## config.mk

```make
export PLATFORM = sky130hd
export DESIGN_NAME = board_move_collector
export DESIGN_NICKNAME = d
export VERILOG_FILES = /design/src/rtl/board_move_collector.sv
export SDC_FILE = /design/constraint.sdc
export NUM_CORES = 1
export LEC_CHECK = 0
export ABC_CLOCK_PERIOD_IN_PS = 2400
export BUFFER_PORTS_ARGS = -buffer_cell sky130_fd_sc_hd__buf_2
export CORE_AREA = 2 2 517 519
export CTS_CLUSTER_DIAMETER = 150
export DETAILED_ROUTE_END_ITERATION = 8
export DIE_AREA = 0 0 519 521
export MAX_ROUTING_LAYER = met4
export PLACE_DENSITY = 0.33
export SETUP_SLACK_MARGIN = 0.02
export SYNTH_ARGS = -nofsm -noshare
export SYNTH_HDL_FRONTEND = slang
export SYNTH_SLANG_ARGS = --single-unit
```

## constraint.sdc

```tcl
create_clock -name clk -period 2.4 [get_ports clk]
set_input_delay 0.48 -clock clk [delete_from_list [all_inputs] [get_ports clk]]
set_output_delay 0.48 -clock clk [all_outputs]
set_load 0.03 [all_outputs]
```

## src/rtl/board_move_collector.sv

```systemverilog
// Board-level move collector: drains the eight column move FIFOs round-robin,
// unpacks each 160-bit word into 19-bit moves and streams the valid ones out.
module board_move_collector (
    input  logic                 clk,
    input  logic                 reset,
    input  logic                 start,
    input  logic [7:0]           col_done,
    input  logic [7:0]           col_empty,
    input  logic [1279:0]        col_data,
    output logic [7:0]           col_rden,
    output logic [18:0]          move_out,
    output logic                 move_valid,
    input  logic                 move_ready,
    output logic [7:0]           move_count,
    output logic                 busy,
    output logic                 done
);

    localparam int unsigned NCOL  = 8;
    localparam int unsigned WORDW = 160;
    localparam int unsigned SLOTW = 20;
    localparam int unsigned NSLOT = 8;
    localparam int unsigned MOVEW = 19;
    localparam int unsigned PTRW  = 3;

    typedef enum logic [2:0] {
        IDLE   = 3'd0,
        SCAN   = 3'd1,
        REQ    = 3'd2,
        LATCH  = 3'd3,
        UNPACK = 3'd4,
        DONE   = 3'd5
    } state_t;

    state_t              state_q, state_d;
    logic [PTRW-1:0]     col_ptr_q, col_ptr_d;
    logic [NCOL-1:0]     drained_q, drained_d;
    logic [PTRW-1:0]     slot_idx_q, slot_idx_d;
    logic [WORDW-1:0]    word_q, word_d;
    logic [NCOL-1:0]     col_rden_d;
    logic [MOVEW-1:0]    move_out_d;
    logic                move_valid_d;
    logic [7:0]          move_count_d;
    logic                busy_d;
    logic                done_d;

    logic [WORDW-1:0]    cur_word;
    logic [PTRW-1:0]     next_slot;
    logic [MOVEW-1:0]    next_move;

    // Word of the addressed column and the move in the following slot of the buffer
    always_comb begin
        cur_word  = col_data[int'(col_ptr_q) * WORDW +: WORDW];
        next_slot = PTRW'(slot_idx_q + 3'd1);
        next_move = word_q[int'(next_slot) * SLOTW +: MOVEW];
    end

    // Next-state and next-output logic
    always_comb begin
        state_d      = state_q;
        col_ptr_d    = col_ptr_q;
        drained_d    = drained_q;
        slot_idx_d   = slot_idx_q;
        word_d       = word_q;
        col_rden_d   = '0;
        move_out_d   = move_out;
        move_valid_d = move_valid;
        move_count_d = move_count;

        if (move_valid && move_ready && move_count != 8'hFF) begin
            move_count_d = 8'(move_count + 8'd1);
        end

        case (state_q)
            IDLE, DONE: begin
                if (start) begin
                    col_ptr_d    = '0;
                    drained_d    = '0;
                    move_count_d = '0;
                    state_d      = SCAN;
                end
            end
            SCAN: begin
                if (drained_q[col_ptr_q]) begin
                    col_ptr_d = PTRW'(col_ptr_q + 3'd1);
                end else if (!col_empty[col_ptr_q]) begin
                    col_rden_d = NCOL'(8'd1 << col_ptr_q);
                    state_d    = REQ;
                end else begin
                    if (col_done[col_ptr_q]) begin
                        drained_d[col_ptr_q] = 1'b1;
                    end
                    col_ptr_d = PTRW'(col_ptr_q + 3'd1);
                end
                if (drained_d == '1) begin
                    state_d = DONE;
                end
            end
            REQ: begin
                state_d = LATCH;
            end
            LATCH: begin
                // Slot 0 is presented straight from the FIFO q to save a cycle
                word_d       = cur_word;
                slot_idx_d   = '0;
                move_out_d   = cur_word[MOVEW-1:0];
                move_valid_d = !cur_word[MOVEW-1];
                state_d      = UNPACK;
            end
            UNPACK: begin
                if (!(move_valid && !move_ready)) begin
                    if (slot_idx_q == PTRW'(NSLOT - 1)) begin
                        move_valid_d = 1'b0;
                        state_d      = SCAN;
                    end else begin
                        slot_idx_d   = next_slot;
                        move_out_d   = next_move;
                        move_valid_d = !next_move[MOVEW-1];
                    end
                end
            end
            default: begin
                state_d = IDLE;
            end
        endcase

        busy_d = (state_d != IDLE) && (state_d != DONE);
        done_d = (state_d == DONE);
    end

    // State and registered outputs
    always_ff @(posedge clk) begin
        if (reset) begin
            state_q    <= IDLE;
            col_ptr_q  <= '0;
            drained_q  <= '0;
            slot_idx_q <= '0;
            word_q     <= '0;
            col_rden   <= '0;
            move_out   <= '0;
            move_valid <= 1'b0;
            move_count <= '0;
            busy       <= 1'b0;
            done       <= 1'b0;
        end else begin
            state_q    <= state_d;
            col_ptr_q  <= col_ptr_d;
            drained_q  <= drained_d;
            slot_idx_q <= slot_idx_d;
            word_q     <= word_d;
            col_rden   <= col_rden_d;
            move_out   <= move_out_d;
            move_valid <= move_valid_d;
            move_count <= move_count_d;
            busy       <= busy_d;
            done       <= done_d;
        end
    end

endmodule
```

==> impl_metrics.env <==
export IMPL_drive_gt1_share_pct=60.0
export IMPL_nets=4946
export IMPL_clk_latency_ns=0.64
export IMPL_initial_utilization_pct=6.63
export IMPL_yosys_warnings=0
export IMPL_finalCritPeriodShare_pct=104
export IMPL_crit_type="flip-flop to flip-flop"
export IMPL_stdcell_count=7411
export IMPL_synth_seq_cells=207
export IMPL_ios=1338
export IMPL_crit_buf_inv=4
export IMPL_tightest_slew_ns=0.796
export IMPL_place_inst=7022
export IMPL_synthXorXnorAreaFrac_pct=0.350
export IMPL_synth_compound_area_share_pct=24.9
export IMPL_num_fill_cells=30700
export IMPL_p_leak_nw=13.8
export IMPL_cp_end_kind="flip-flop"
export IMPL_cts_root_buffer="clkbuf_16"
export IMPL_coreArea_mm2=0.264
export IMPL_overflow=0
export IMPL_fmax_mhz=402
export IMPL_syn2layout_area_growth_pct=103
export IMPL_vias=26700
export IMPL_wl_mm=273
export IMPL_dr_pass1_iters=5
export IMPL_cts_tree="built"
export IMPL_place_congestion=1.00
export IMPL_final_max_slew_viol_count=0
export IMPL_ys_top_cells_by_count="332 x nor2_1, 207 x a21oi_1, 207 x dfxtp_1"
export IMPL_synth_top_cell_by_area="dfxtp_1"
export IMPL_crit_start="col_ptr_q[0]"
export IMPL_tns_ns=-0.326
export IMPL_ir_drop_uv=431
export IMPL_yosys_area_share_simple_pct=14.7
export IMPL_final_setup_worst_slack_ns=-0.0861
export IMPL_path_delay_family="multiplexers"
export IMPL_final_util_pct=13.5
export IMPL_yosysTopAreaCellShare_pct=23.6
export IMPL_p_per_area_mw_per_mm2=475
export IMPL_ff_latch_area_mm2=0.00416
export IMPL_grt_start_max_net_pins=72
export IMPL_r2r_start="col_ptr_q[0]"
export IMPL_fin_skew_ns=0.0391
export IMPL_grt_antenna_before_repair=429
export IMPL_drc=0
export IMPL_cp_max_fo=7
export IMPL_cts_max_level=2
export IMPL_clk_path_buf_depth=3
export IMPL_synth_top_family_by_area="multiplexers"
export IMPL_grt_pass1_wl_mm=325
export IMPL_setup_viol=12
export IMPL_muxShareOfSynthArea_pct=30.5
export IMPL_synthesis_area_mm2=0.0175
export IMPL_synth_edf_count=0
export IMPL_fin_crit_ns=2.49
export IMPL_cts_sinks=207
export IMPL_wire_per_inst_um=36.9
export IMPL_synthArstFlopShare_pct=0
export IMPL_slowest_stage="mux4_2"
export IMPL_syn_num_nets=3383
export IMPL_violations="negative setup slack"
export IMPL_yosysMostFrequentCell="nor2_1"
export IMPL_status="finished, violations left"
export IMPL_dr_first_iter_drc_count=1936
export IMPL_slowest_delay_ns=0.49
export IMPL_power_w=0.0169
export IMPL_hpwlAfterDp_mm=237
export IMPL_max_slew_margin_rel_pct=45.4
export IMPL_rsz0062_at_grt="true"
export IMPL_setup_worst_path_start_class="flip-flop"
export IMPL_grt_usage_pct=19.7
export IMPL_synth_avg_cell_area_um2=8.45
export IMPL_synth_cells=2076
export IMPL_port_buffers=1273
export IMPL_synth_main_ff_cell="dfxtp_1"
export IMPL_dieArea_mm2=0.270
export IMPL_crit_arrival_ns=3.06
export IMPL_cp_required_ns=2.98
export IMPL_max_cap_viol_count=0
export IMPL_ant_nets=0
export IMPL_final_hold_violation_count=0
export IMPL_crit_chain="buf_12 > buf_12 > mux4_2 > mux2_4 > nor3b_4 > buf_6 > buf_6 > a21boi_1 > a21o_1 > a31oi_4 > o2bb2ai_1"
export IMPL_pre_cts_ws_ns=-0.630
export IMPL_routed_via_density=3.61
export IMPL_grt_pass1_vias=26000
export IMPL_num_rows=189
export IMPL_hold_start="col_data[1062]"
export IMPL_hold_class="primary input to flip-flop"
export IMPL_cts_made_buffers=37
export IMPL_multi_input_area_mm2=0.0137
export IMPL_die_w_um=519
export IMPL_die_h_um=521
export IMPL_ys_seq_area_share_pct=23.6
export IMPL_clk_pin_slew_worst_paths_ns=0.06
export IMPL_synth_cell_type_count=51
export IMPL_synth_area_top_cells="dfxtp_1 24%, mux4_2 17%, mux2i_1 9.2%"
export IMPL_synth_fa_ha_area_share_pct=0.499
==> flip-flops by register name, summed over array words and instances (netlist names), 3 cells and up <==
signal      count
col_ptr_q       3
state_q         3
slot_idx_q      3
move_out       19
word_q        152
move_count      8
drained_q       8
col_rden        8
==> what timing repair did <==
item | 4_1_cts | 5_1_grt
cloned | 7 | 7
hold buffers | 0 | 0
pin swaps | 32 | 65
setup endpoints to repair | 110 | 98
buffers inserted | 51 | 58
resized for setup | 158 | 178
==> power breakdown <==
part / internal [W] / switching, W / leakage [nW] / total (W)
combinational: 0.00339 / 0.00381 / 11.5 / 0.00720
clock: 0.00353 / 0.00240 / 0.619 / 0.00593
sequential: 0.00357 / 0.000199 / 1.67 / 0.00377
total: 0.0105 / 0.00642 / 13.8 / 0.0169
==> layout by cell type (no fill, tap or decap), types with 17 or more instances in the layout <==
master / instances
o21ai_0: 28
nor3_1: 73
nand2_1: 140
mux2_2: 32
mux2i_1: 150
buf_6: 26
a311oi_1: 19
dfxtp_1: 203
diode_2: 214
buf_4: 344
a221o_1: 17
a221oi_2: 36
a211oi_1: 61
mux2_1: 33
a22oi_1: 40
a22oi_2: 17
o21ai_1: 45
buf_2: 1272
a22o_1: 29
mux4_2: 131
a221oi_1: 42
a21oi_2: 35
a211oi_2: 27
buf_12: 80
o211ai_1: 30
nor2_1: 307
a21oi_1: 170
clkbuf_16: 45
==> kinds of logic after synthesis <==
kind of cell    after synthesis
simple gates                619
xor+xnor                      7
flops                       207
mux                         362
compound gates              643
fa+ha+maj                     7
buf+inv                     231
==> per-stage QoR <==
step	hold slack [ns]	instance area (um2)
after floorplan	0.433	17500
after global placement	0.445	31000
after detailed placement	0.450	31000
after CTS	0.0826	33700
after global routing	0.132	35600
final	0.160	35600
==> layout make-up <==
cell class / count / area share, %
multi-input cells: 1638 / 38.5
diodes: 214 / 1.50
inverters: 4 / 0.0913
flip-flops and latches: 207 / 11.7
clock inverters: 17 / 0.682
well taps: 3533 / 12.4
clock buffers: 47 / 2.85
repair buffers: 1751 / 32.3
==> worst reg2reg max path, cell delays in order, from the launching register on <==
cell and delay (ns):
dfxtp_4 0.35, buf_12 0.10, buf_12 0.11, mux4_2 0.50, mux2_4 0.33, nor3b_4 0.17, buf_6 0.13, buf_6 0.11
a21boi_1 0.12, a21o_1 0.18, a31oi_4 0.20, o2bb2ai_1 0.13
==> worst paths after layout <==
path,end,slack [ns],depth (start not counted)
max,busy,-0.09,11
min,word_q[102],0.16,3
max reg2reg,busy,-0.09,11
min reg2reg,move_out[1],0.46,2
==> per-layer routing <==
layer	share of wire (%)	track usage [%]	vias up
met5	0	-	-
met4	4.1	5.98	0
met3	9.9	8.03	565
met2	46	32.2	1852
met1	40	21.9	12900
li1	-	-	11500
Power figures use the tool's default switching activity.
